--- src/rtl/div_axis_iter_pkg.sv ---
// Shared definitions for the iterative AXI-stream divider.
// Contents:
//   state_e   - FSM state encoding (IDLE / BUSY / DONE)
//   cnt_width - width of the step counter for a given operand width
package div_axis_iter_pkg;

  typedef enum logic [1:0] {
    ST_IDLE = 2'd0,
    ST_BUSY = 2'd1,
    ST_DONE = 2'd2
  } state_e;

  // One spare bit so the counter can represent WIDTH itself.
  function automatic int cnt_width(input int width);
    return $clog2(width) + 1;
  endfunction

endpackage

--- src/rtl/div_axis_iter_step.sv ---
// One combinational radix-2 restoring division iteration.
// Ports:
//   i_rem - partial remainder (always < i_dvs when i_dvs != 0)
//   i_quo - shifting dividend/quotient register
//   i_dvs - divisor magnitude
//   o_rem - next partial remainder
//   o_quo - next quotient register (new quotient bit shifted in at bit 0)
module div_axis_iter_step #(
  parameter int WIDTH = 32
) (
  input  logic [WIDTH-1:0] i_rem,
  input  logic [WIDTH-1:0] i_quo,
  input  logic [WIDTH-1:0] i_dvs,
  output logic [WIDTH-1:0] o_rem,
  output logic [WIDTH-1:0] o_quo
);

  logic [WIDTH:0]   w_sh;
  logic [WIDTH-1:0] w_diff;
  logic             w_ge;

  // Shifted remainder needs WIDTH+1 bits; the compare is done at that
  // width, while the difference always fits in WIDTH bits once it is taken.
  assign w_sh   = {i_rem, i_quo[WIDTH-1]};
  assign w_ge   = (w_sh >= {1'b0, i_dvs});
  assign w_diff = w_sh[WIDTH-1:0] - i_dvs;
  assign o_rem  = w_ge ? w_diff : w_sh[WIDTH-1:0];
  assign o_quo  = {i_quo[WIDTH-2:0], w_ge};

endmodule

--- src/rtl/div_axis_iter.sv ---
// Multi-cycle radix-2 restoring divider with AXI-stream style channels,
// pin-compatible with the vendor divider IP.
// Ports:
//   clk, resetn                         - clock, async active-low reset
//   s_axis_dividend_{tvalid,tready,tdata} - dividend channel
//   s_axis_divisor_{tvalid,tready,tdata}  - divisor channel
//   m_axis_dout_{tvalid,tdata}          - one-cycle result pulse,
//                                         tdata = {quotient, remainder}
// Latency: result pulse WIDTH+1 cycles after the cycle in which the
// second operand handshakes. Divide by zero returns {all ones, dividend}.
module div_axis_iter
  import div_axis_iter_pkg::*;
#(
  parameter int WIDTH  = 32,
  parameter int SIGNED = 0
) (
  input  logic                 clk,
  input  logic                 resetn,
  input  logic                 s_axis_dividend_tvalid,
  output logic                 s_axis_dividend_tready,
  input  logic [WIDTH-1:0]     s_axis_dividend_tdata,
  input  logic                 s_axis_divisor_tvalid,
  output logic                 s_axis_divisor_tready,
  input  logic [WIDTH-1:0]     s_axis_divisor_tdata,
  output logic                 m_axis_dout_tvalid,
  output logic [2*WIDTH-1:0]   m_axis_dout_tdata
);

  localparam int               CW       = cnt_width(WIDTH);
  localparam logic [CW-1:0]    CNT_ONE  = {{(CW-1){1'b0}}, 1'b1};
  localparam logic [CW-1:0]    CNT_LAST = CW'(WIDTH - 1);
  localparam logic [WIDTH-1:0] W_ONE    = {{(WIDTH-1){1'b0}}, 1'b1};

  state_e             r_state;
  logic               r_flag_a, r_flag_b;
  logic               r_rdy_a, r_rdy_b;
  logic [WIDTH-1:0]   r_a, r_b;
  logic [WIDTH-1:0]   r_rem, r_quo, r_dvs;
  logic               r_sign_q, r_sign_r, r_dz;
  logic [CW-1:0]      r_cnt;
  logic               r_vld;
  logic [2*WIDTH-1:0] r_dout;

  logic               w_hs_a, w_hs_b;
  logic [WIDTH-1:0]   w_a, w_b;
  logic               w_neg_a, w_neg_b;
  logic [WIDTH-1:0]   w_mag_a, w_mag_b;
  logic [WIDTH-1:0]   w_rem_nxt, w_quo_nxt;
  logic [WIDTH-1:0]   w_q_fix, w_r_fix;
  logic [2*WIDTH-1:0] w_result;

  assign w_hs_a = s_axis_dividend_tvalid & r_rdy_a;
  assign w_hs_b = s_axis_divisor_tvalid & r_rdy_b;

  // Operands as seen on the BUSY-entry edge: a channel handshaking on that
  // very edge has not reached its capture register yet.
  assign w_a = w_hs_a ? s_axis_dividend_tdata : r_a;
  assign w_b = w_hs_b ? s_axis_divisor_tdata  : r_b;

  assign w_neg_a = (SIGNED != 0) && w_a[WIDTH-1];
  assign w_neg_b = (SIGNED != 0) && w_b[WIDTH-1];
  // Magnitude of the most negative value is itself, read as unsigned.
  assign w_mag_a = w_neg_a ? (~w_a + W_ONE) : w_a;
  assign w_mag_b = w_neg_b ? (~w_b + W_ONE) : w_b;

  div_axis_iter_step #(.WIDTH(WIDTH)) u_step (
    .i_rem (r_rem),
    .i_quo (r_quo),
    .i_dvs (r_dvs),
    .o_rem (w_rem_nxt),
    .o_quo (w_quo_nxt)
  );

  assign w_q_fix  = r_sign_q ? (~w_quo_nxt + W_ONE) : w_quo_nxt;
  assign w_r_fix  = r_sign_r ? (~w_rem_nxt + W_ONE) : w_rem_nxt;
  // Divide by zero bypasses the sign fix and reports the raw dividend.
  assign w_result = r_dz ? {{WIDTH{1'b1}}, r_a} : {w_q_fix, w_r_fix};

  assign s_axis_dividend_tready = r_rdy_a;
  assign s_axis_divisor_tready  = r_rdy_b;
  assign m_axis_dout_tvalid     = r_vld;
  assign m_axis_dout_tdata      = r_dout;

  // Handshake capture, iteration control and registered result.
  always_ff @(posedge clk or negedge resetn) begin
    if (!resetn) begin
      r_state  <= ST_IDLE;
      r_flag_a <= 1'b0;
      r_flag_b <= 1'b0;
      r_rdy_a  <= 1'b0;
      r_rdy_b  <= 1'b0;
      r_a      <= '0;
      r_b      <= '0;
      r_rem    <= '0;
      r_quo    <= '0;
      r_dvs    <= '0;
      r_sign_q <= 1'b0;
      r_sign_r <= 1'b0;
      r_dz     <= 1'b0;
      r_cnt    <= '0;
      r_vld    <= 1'b0;
      r_dout   <= '0;
    end else begin
      r_vld <= 1'b0;
      case (r_state)
        ST_IDLE: begin
          if (w_hs_a) begin
            r_a      <= s_axis_dividend_tdata;
            r_flag_a <= 1'b1;
          end
          if (w_hs_b) begin
            r_b      <= s_axis_divisor_tdata;
            r_flag_b <= 1'b1;
          end
          // A channel stays closed once it holds an operand.
          r_rdy_a <= ~(r_flag_a | w_hs_a);
          r_rdy_b <= ~(r_flag_b | w_hs_b);
          if ((r_flag_a | w_hs_a) && (r_flag_b | w_hs_b)) begin
            r_state  <= ST_BUSY;
            r_rem    <= '0;
            r_quo    <= w_mag_a;
            r_dvs    <= w_mag_b;
            r_sign_q <= w_neg_a ^ w_neg_b;
            r_sign_r <= w_neg_a;
            r_dz     <= (w_b == '0);
            r_cnt    <= '0;
          end
        end
        ST_BUSY: begin
          r_rem <= w_rem_nxt;
          r_quo <= w_quo_nxt;
          r_cnt <= r_cnt + CNT_ONE;
          // The last step's result goes straight to the output register.
          if (r_cnt == CNT_LAST) begin
            r_dout  <= w_result;
            r_vld   <= 1'b1;
            r_state <= ST_DONE;
          end
        end
        ST_DONE: begin
          r_flag_a <= 1'b0;
          r_flag_b <= 1'b0;
          r_rdy_a  <= 1'b1;
          r_rdy_b  <= 1'b1;
          r_state  <= ST_IDLE;
        end
        default: begin
          r_flag_a <= 1'b0;
          r_flag_b <= 1'b0;
          r_rdy_a  <= 1'b1;
          r_rdy_b  <= 1'b1;
          r_state  <= ST_IDLE;
        end
      endcase
    end
  end

endmodule

--- config.mk ---
export PLATFORM = sky130hd
export DESIGN_NAME = div_axis_iter
export DESIGN_NICKNAME = d
export VERILOG_FILES = /design/src/rtl/div_axis_iter_pkg.sv /design/src/rtl/div_axis_iter_step.sv /design/src/rtl/div_axis_iter.sv
export SDC_FILE = /design/constraint.sdc
export NUM_CORES = 1
export LEC_CHECK = 0
export BUFFER_PORTS_ARGS = -buffer_cell sky130_fd_sc_hd__buf_2
export CORE_MARGIN = 3
export CORE_UTILIZATION = 50
export DETAILED_ROUTE_END_ITERATION = 10
export PLACE_DENSITY_LB_ADDON = 0.3
export SLEW_MARGIN = 20
export SYNTH_ARGS = -nofsm -noshare
export SYNTH_HDL_FRONTEND = slang
export SYNTH_HIERARCHICAL = 1
export SYNTH_SLANG_ARGS = --single-unit
--- constraint.sdc ---
create_clock -name clk -period 7.35 [get_ports clk]
set_clock_uncertainty 0.15 [all_clocks]
set_input_delay 0.3675 -clock clk [delete_from_list [all_inputs] [get_ports clk]]
set_output_delay 0.3675 -clock clk [all_outputs]
set_load 0.005 [all_outputs]
==> impl_results.md <==
- Status: complete, no violations
- Cell Chain, Critical Path: ha_1 -> nand4_1 -> nor3_1 -> o211ai_1 -> nor4b_4 -> o21ai_2 -> a31oi_4 -> o21a_4 -> inv_2 -> mux2_2 -> mux2i_1 -> a21oi_1
- Final Cell Area: 14900 µm²
- Core area: 24700 µm²
- Vias in the first global route: 9982
- Clk pin slew, worst setup/hold paths: 0.06 ns
- Max IR drop VDD: 299 µV
- Synth Area per Inst: 9.55 µm²
- Crit-path max cell delay: 0.59 ns
- FP Rows: 57
- Maximum root-to-sink buffer count: 3
- DRT Pass-1 Iters: 5
- Register area share after synthesis: 46.4%
- Yosys reg bits: 238
- Initial antenna violation count: 0
- Final setup viols: 0
- Antenna Cells: 0
- Die footprint: 27600 µm²
- Root Driver: clkbuf_16
- Final hold slack: 0.292 ns
- Reg-to-reg slack, setup: 3.35 ns
- Area of the multi-input gates: 6020 µm²
- GPL Wtd Cong: 0.886
- Cell count of the worst reg-to-reg path: 12
- Largest net degree at the start of global routing: 131
- CTS tree: built
- Period utilization: 54.4%
- GRT Resource Usage Total: 22.9%
- Yosys cell types: 63
- Fill cells: 2115
- Fin Setup TNS: 0 ns
- Post-route minimum period: 4.00 ns
- Setup crit start: r_rem[9]$_DFFE_PN0P_
- Crit Path Max Fanout: 30
- I/O Buffers: 134
- Share of cells above drive strength 1: 22.4%
- Leak Pwr: 6.62 nW
- Register Area: 5960 µm²
- DR vias: 10263
- Finished Core Util: 60.2%
- Critical Path Sink Type: flop
- Rel. slew slack: 33.7%
- Synth area leader: dfrtp_1
- Max-slew violations: 0
- Final hold viol count: 0
- Async SR Flop Fraction: 100%
- Synth warn: 6
- RSZ-0062 raised after global routing: no
- First-pass GRT wire length: 52.9 mm
- Post-synth top area share: 46.4%
- Critical path required time: 7.58 ns
- Synth Flop Type: dfrtp_1
- DP HPWL: 21.7 mm
- Post-synth EDFFs: 0
- H-tree depth: 1
- Setup crit start kind: flop
- # IOs: 135
- Clk sink count: 238
- DRC Markers: 0
- Commonest cells post-synth: dfrtp_1, nand2_1, nor2_1
- Area Growth Syn to Fin: 16.2%
- Post CTS Setup Buffer Count: 0
- RR Endpoint: m_axis_dout_tdata[18]$_DFFE_PN0P_
- Hold Crit Class: primary input to flop
- Antenna Nets Post-Route: 0
- Die X: 166 µm
- Initial Utilization: 51.8%
- Dpl cell area: 13300 µm²
- Fmax: 250 MHz
- Number of cells on the worst hold path: 5
- CTS Buf Count: 26
- Post-Syn Instances: 1343
- Clock Latency Late Sink: 0.53 ns
- Most common cell in the synthesized netlist: dfrtp_1
- PwrDens: 408 nW/µm²
- Top cells by area, synth: dfrtp_1, mux2_2, nand2_1
- Critical path's slowest cell: inv_2
- Crit path to: m_axis_dout_tdata[18]$_DFFE_PN0P_
- GRT overflow: 0
- Max_cap viols: 0
- Resized Gates After CTS: 0
- Vert. Die Dim: 166 µm
- Data arrival, critical path: 4.23 ns
- Kind of critical path: flop to flop
- Nets: 1568
- WL per Instance: 17.8 µm
- Vias/cell: 5.68
- Iter 0 DRT Violations: 815
- Netlist Area Pre-Place: 12800 µm²
- Worst-Margin Slew: 0.995 ns
- Wirelength, routed: 32.2 mm
- Post-Syn Nets: 1445
- Worst r2r src: r_rem[9]$_DFFE_PN0P_
report_power, final:
part	total [W]	switching, W	internal (W)
registers	0.00209	0.000358	0.00174
logic	0.00259	0.00145	0.00114
clock network	0.00139	0.000534	0.000860
total	0.00608	0.00234	0.00374
how the worst min path moves through the flow:
stage | from | to | slack (ns)
2_1_floorplan | resetn | m_axis_dout_tdata[0]$_DFFE_PN0P_ | -0.08
3_3_place_gp | resetn | m_axis_dout_tdata[58]$_DFFE_PN0P_ | 0.32
3_5_place_dp | resetn | m_axis_dout_tdata[58]$_DFFE_PN0P_ | 0.33
4_1_cts | s_axis_divisor_tvalid | r_dvs[4]$_DFFE_PN0P_ | 0.26
5_1_grt | s_axis_divisor_tvalid | r_dvs[12]$_DFFE_PN0P_ | 0.32
6_report | s_axis_divisor_tvalid | r_dvs[15]$_DFFE_PN0P_ | 0.29
critical path, delay by kind of cell (launching register included):
kind,cells,cell delay (ns)
mux,2,0.60
compound gates,5,0.87
fa+ha+maj,1,0.43
buf+inv,1,0.59
simple gates,3,0.80
flops,1,0.40
stage by stage:
stage	std cells	setup WS [ns]	total power [W]
floorplan	1343	4.13	0.00412
global placement	1697	3.46	0.00457
detailed placement	1697	3.34	0.00464
CTS	1808	3.31	0.00608
global route	1808	3.11	0.00650
finish	1808	3.35	0.00608
layer usage:
layer,wire length (µm),global-route usage [%]
met5,0,0
met4,489,4.20
met3,1860,3.09
met2,14400,35.7
met1,15500,34.8
cells by family after synthesis:
kind of cell / count (synthesis) / share of synthesized area, %
adders and majority gates: 34 / 3.38
DFF: 238 / 46.4
AOI/OAI and AO/OA: 264 / 13.7
muxes: 129 / 11.2
and+or+nand+nor: 490 / 16.3
buffers and inverters: 159 / 6.93
xor gates and xnor gates: 29 / 1.98
cell usage in the layout (no fill, tap or decap), types with 31 or more instances in the layout:
master	instances
dfrtp_1	237
nand2_1	228
nor2_1	155
buf_2	133
a21oi_1	93
mux2_2	84
dlygate4sd3_1	65
o21ai_0	42
inv_1	41
nand3_1	40
a31oi_1	37
mux2i_1	36
ha_1	33
o221a_2	31
registers in the layout, indices dropped and copies added, names as in the netlist:
register                cells
s_axis_divisor_tready       1
s_axis_dividend_tready      1
r_rem                      32
r_cnt                       6
r_flag_b                    1
r_flag_a                    1
r_a                        32
m_axis_dout_tvalid          1
r_quo                      32
r_dvs                      32
r_dz                        1
r_b                        32
m_axis_dout_tdata          64
r_state                     2
cell type report:
| type | count | area share [%] |
|---|---|---|
| Clock buffer | 37 | 5.11 |
| Timing Repair Buffer | 212 | 9.67 |
| Tap cell | 324 | 2.72 |
| Multi-Input combinational cell | 946 | 40.4 |
| Inverter | 42 | 1.06 |
| Clock inverter | 9 | 1.09 |
| Sequential cell | 238 | 40.0 |
repair_timing:
| item | in CTS | in global routing |
|---|---|---|
| setup endpoints to repair | 0 | 0 |
| endpoints found under the hold margin | 201 | 0 |
| hold buffers | 65 | 0 |
Note: power is estimated with default switching activity, not from simulation.
